--- config.mk ---
export PLATFORM = sky130hd
export DESIGN_NAME = gf_inverse_seq_flat
export DESIGN_NICKNAME = d
export VERILOG_FILES = /design/src/rtl/gf_inverse_seq_if.sv /design/src/rtl/gf_inverse_seq.sv /design/src/flat_wrapper.sv
export SDC_FILE = /design/constraint.sdc
export NUM_CORES = 1
export LEC_CHECK = 0
export ABC_AREA = 1
export CORE_MARGIN = 1.5
export CORE_UTILIZATION = 64
export CTS_BUF_LIST = sky130_fd_sc_hd__clkbuf_16
export CTS_CLUSTER_DIAMETER = 200
export DETAILED_ROUTE_END_ITERATION = 8
export PLACE_DENSITY = 0.86
export SYNTH_ARGS = -nofsm -noshare
export SYNTH_HDL_FRONTEND = slang
export SYNTH_SLANG_ARGS = --single-unit
--- constraint.sdc ---
create_clock -name clk -period 2.81 [get_ports clk]
set_input_delay 0.843 -clock clk [delete_from_list [all_inputs] [get_ports clk]]
set_output_delay 0.843 -clock clk [all_outputs]
set_load 0.005 [all_outputs]
--- src/rtl/gf_inverse_seq_if.sv ---
// Byte handshake bundle for the GF(2^8) inverse unit: valid/ready in, held valid/ready out.
interface gf_inverse_seq_if;
  logic       in_valid;
  logic       in_ready;
  logic [7:0] data_in;
  logic       out_valid;
  logic       out_ready;
  logic [7:0] data_out;

  modport master (
    output in_valid,
    output data_in,
    output out_ready,
    input  in_ready,
    input  out_valid,
    input  data_out
  );

  modport slave (
    input  in_valid,
    input  data_in,
    input  out_ready,
    output in_ready,
    output out_valid,
    output data_out
  );
endinterface

--- src/rtl/gf_inverse_seq.sv ---
// Sequential GF(2^8) inverse (a^254) by square-and-multiply over one shared multiplier.
// Feeds the AES affine stage; 0x00 maps to 0x00 naturally.
module gf_inverse_seq #(
  parameter logic [7:0] POLY = 8'h1B
) (
  input  logic             clk,
  input  logic             rst,
  gf_inverse_seq_if.slave  bus
);

  typedef enum logic [1:0] {StIdle, StRun, StDone} state_e;

  state_e     state_q;
  logic [7:0] op_q;
  logic [7:0] acc_q;
  logic [3:0] step_q;
  logic [7:0] dout_q;

  logic [7:0] mul_y;
  logic [7:0] prod;

  function automatic logic [7:0] gf_mul(input logic [7:0] x, input logic [7:0] y);
    logic [7:0] p;
    logic [7:0] a;
    p = 8'h00;
    a = x;
    for (int i = 0; i < 8; i++) begin
      if (y[i]) p = p ^ a;
      a = {a[6:0], 1'b0} ^ (a[7] ? POLY : 8'h00);
    end
    return p;
  endfunction

  // Even steps square, odd steps multiply by the operand.
  assign mul_y = step_q[0] ? op_q : acc_q;
  assign prod  = gf_mul(acc_q, mul_y);

  always_ff @(posedge clk or posedge rst) begin
    if (rst) begin
      state_q <= StIdle;
      op_q    <= 8'h00;
      acc_q   <= 8'h00;
      step_q  <= 4'd0;
      dout_q  <= 8'h00;
    end else begin
      unique case (state_q)
        StIdle: begin
          if (bus.in_valid) begin
            op_q    <= bus.data_in;
            acc_q   <= bus.data_in;
            step_q  <= 4'd0;
            state_q <= StRun;
          end
        end
        StRun: begin
          acc_q <= prod;
          if (step_q == 4'd12) begin
            dout_q  <= prod;
            step_q  <= 4'd0;
            state_q <= StDone;
          end else begin
            step_q <= step_q + 4'd1;
          end
        end
        StDone: begin
          if (bus.out_ready) state_q <= StIdle;
        end
        default: state_q <= StIdle;
      endcase
    end
  end

  assign bus.in_ready  = (state_q == StIdle);
  assign bus.out_valid = (state_q == StDone);
  assign bus.data_out  = dout_q;

endmodule

--- src/flat_wrapper.sv ---
// flat-port wrapper written by rule: the top's interface ports become plain ports
module gf_inverse_seq_flat 
#(
  parameter logic [7:0] POLY = 8'h1B
)
  (clk, rst, bus_in_valid, bus_data_in, bus_out_ready, bus_in_ready, bus_out_valid, bus_data_out);
  gf_inverse_seq_if bus_i ();
  input  logic clk;
  input  logic rst;
  input wire logic [$bits(bus_i.in_valid)-1:0] bus_in_valid;
  input wire logic [$bits(bus_i.data_in)-1:0] bus_data_in;
  input wire logic [$bits(bus_i.out_ready)-1:0] bus_out_ready;
  output wire logic [$bits(bus_i.in_ready)-1:0] bus_in_ready;
  output wire logic [$bits(bus_i.out_valid)-1:0] bus_out_valid;
  output wire logic [$bits(bus_i.data_out)-1:0] bus_data_out;
  assign bus_i.in_valid = bus_in_valid;
  assign bus_i.data_in = bus_data_in;
  assign bus_i.out_ready = bus_out_ready;
  assign bus_in_ready = bus_i.in_ready;
  assign bus_out_valid = bus_i.out_valid;
  assign bus_data_out = bus_i.data_out;
  gf_inverse_seq #(.POLY(POLY)) u_core (.clk(clk), .rst(rst), .bus(bus_i));
endmodule
==> results.sh <==
export IMPL_wl_per_cell_um=14.1
export IMPL_postCtsSetupRepairBufs=0
export IMPL_cts_tree="yes"
export IMPL_cap_violations=0
export IMPL_dp_slack_ps=486
export IMPL_max_freq_ghz=0.413
export IMPL_synthTopCellsByCount="255 x nand2_1, 65 x inv_1, 52 x nand3_1, 36 x nor2_1, 30 x dfrtp_1"
export IMPL_start_kind="flip-flop"
export IMPL_ys_types=29
export IMPL_vias=3392
export IMPL_cts_resized=0
export IMPL_synth_largest_area_cell="nand2_1"
export IMPL_worstReg2RegStart="u_core.step_q[0]"
export IMPL_fin_crit_ps=2420
export IMPL_core_area_mm2=0.00441
export IMPL_synth_edf_count=0
export IMPL_critPathMaxFanout=19
export IMPL_layout_drive_gt1_share_pct=4.78
export IMPL_final_antenna_net_count=0
export IMPL_crit_top_cell="nand2_1"
export IMPL_seq_area_frac_synth_pct=25.3
export IMPL_cp_end_kind="flip-flop"
export IMPL_timing_final_ws_setup_ps=386
export IMPL_io_pins=22
export IMPL_slew_limit_headroom_pct=42.3
export IMPL_final_cells=596
export IMPL_antenna_found_initial=0
export IMPL_synth_most_common_cell="nand2_1"
export IMPL_nFillCells=334
export IMPL_crit_path_max_incr_delay_ps=740
export IMPL_finalNetCount=558
export IMPL_synth_main_ff_cell="dfrtp_1"
export IMPL_synth_nets=538
export IMPL_syn_to_final_growth_pct=12.8
export IMPL_synthTopCellsByArea="nand2_1 32%, dfrtp_1 25%, nand3_1 8.8%, inv_1 8.2%, nor2_1 4.6%"
export IMPL_syn_cell_area_mm2=0.00296
export IMPL_clock_root_buffer="clkbuf_16"
export IMPL_portBuffers=21
export IMPL_fp_dieW_um=71.0
export IMPL_arrival_ps=2640
export IMPL_cts_buffers=5
export IMPL_dp_cells=589
export IMPL_cts_hold_buffers=0
export IMPL_post_route_period_util_pct=86.2
export IMPL_clkLatencyLatePin_ps=270
export IMPL_die_h_um=71.0
export IMPL_start_util_pct=67.1
export IMPL_crit_slowest_cell="dfrtp_1"
export IMPL_drv_slew=0
export IMPL_hp_class="reg -> reg"
export IMPL_tightest_slew_ps=860
export IMPL_n_antenna_cell=0
export IMPL_grt_pass1_vias=3123
export IMPL_dr_pass1_iters=7
export IMPL_grt_first_pass_wirelength_um=14100
export IMPL_synth_seq_cells=30
export IMPL_htreeDepth=2
export IMPL_yosysWarnings=0
export IMPL_path_buf_inv=2
export IMPL_cp_data_required_time_ps=3020
export IMPL_grt_use_total_pct=35.3
export IMPL_setup_tns_ps=0
export IMPL_fin_skew_ps=6.63
export IMPL_clk_pin_slew_worst_paths_ps=50
export IMPL_drc=0
export IMPL_syn_avg_cell_area_um2=5.65
export IMPL_grt_start_max_net_pins=31
export IMPL_wl_um=8410
export IMPL_synth_top_area_share_pct=32.3
export IMPL_rsz0062_at_grt="no"
export IMPL_hold_viol=0
export IMPL_critical_path_class="reg -> reg"
export IMPL_vias_per_cell=5.69
export IMPL_gr_total_overflow=0
export IMPL_gp_congestion=1.00
export IMPL_dieArea_mm2=0.00504
export IMPL_setup_viol_count_final=0
export IMPL_dp_hpwl_um=6230
export IMPL_path_cells="inv_2, nand2_1, nand2_1, nor2_1, inv_1, nand2_1, nand2_1, nand3_1, nand2_1, nand2_1, nand2_1, nand2_1, nand3_1, nand2_1, nand2_1, nand2_1"
export IMPL_crit_start="u_core.step_q[0]"
export IMPL_async_reset_ff_share_pct=100
export IMPL_std_cell_rows=24
export IMPL_path_delay_family="simple AND/OR/NAND/NOR gates"
export IMPL_hold_start="u_core.bus.data_out[0]"
export IMPL_outcome="completed"
export IMPL_drtIter0Drc=403
export IMPL_cts_buffer_depth=2
export IMPL_cts_sinks=30
export IMPL_synth_cells=524
[cell usage in the layout (no fill, tap or decap), types with 3 or more instances in the layout]
cell             count
clkinv_1             3
nand2_2              4
nand2_1            255
dfrtp_1             30
o21ai_0             14
nand3_1             52
or2_1                3
nor2_1              36
inv_1               65
inv_2                5
o22ai_1              7
buf_4                4
nand3b_1             4
xnor2_1             11
clkdlybuf4s50_1     21
clkbuf_16            5
xor2_1               9
[sequential cells by signal, summed over array words and instances (netlist names)]
signal / cells
u_core.acc_q: 8
u_core.step_q: 4
u_core.bus.data_out: 8
u_core.state_q: 2
u_core.op_q: 8
[kinds of logic (layout without fill, tap and decap cells)]
group	count (synthesis)	after routing	share of synthesized area, %
AO/OA/AOI/OAI	27	27	5.53
XOR/XNOR	22	22	7.01
adder cells (fa/ha/maj)	2	2	0.845
buffers and inverters	84	104	12.0
flip-flops	30	30	25.3
AND/OR/NAND/NOR	359	359	49.2
[tightest hold or removal path, delay by kind of cell, from the launching register on]
kind	cells	cell delay (ps)
flip-flops	1	330
AND/OR/NAND/NOR	2	110
[worst paths after layout]
check,slack (ps),endpoint,depth (start not counted)
max,390,u_core.bus.data_out[1],16
min in group asynchronous,980,u_core.acc_q[4],3
max reg2reg,390,u_core.bus.data_out[1],16
max in group asynchronous,1550,u_core.op_q[4],3
min reg2reg,470,u_core.bus.data_out[0],2
min,470,u_core.bus.data_out[0],2
[area by class of cell]
| cell class | count | area [um^2] | share of cell area (%) |
|---|---|---|---|
| well taps | 52 | 65.1 | 1.95 |
| flip-flops and latches | 30 | 751 | 22.5 |
| multi-input cells | 410 | 1850 | 55.5 |
| inverters | 72 | 270 | 8.09 |
| clock inverters | 2 | 33.8 | 1.01 |
| repair buffers | 25 | 240 | 7.19 |
| clock buffers | 5 | 125 | 3.75 |
[metal layers]
metal	wire [um]	share of wire, %	GRT usage [%]
met2	3980	47	59.6
met1	3310	39	42.8
met3	704	8.4	5.70
met4	407	4.8	19.9
met5	0	0	0
[stage by stage]
step	utilization, %	hold slack, ps	instance area (um^2)
floorplan	-	449	2960
global placement	72.1	463	3180
detailed placement	72.1	465	3180
CTS	75.7	479	3340
global route	75.7	496	3340
finish	75.7	473	3340
Power is left out: the tool's default activity adds up to more than one toggle a clock period on the data nets, which glitch-free logic cannot reach.
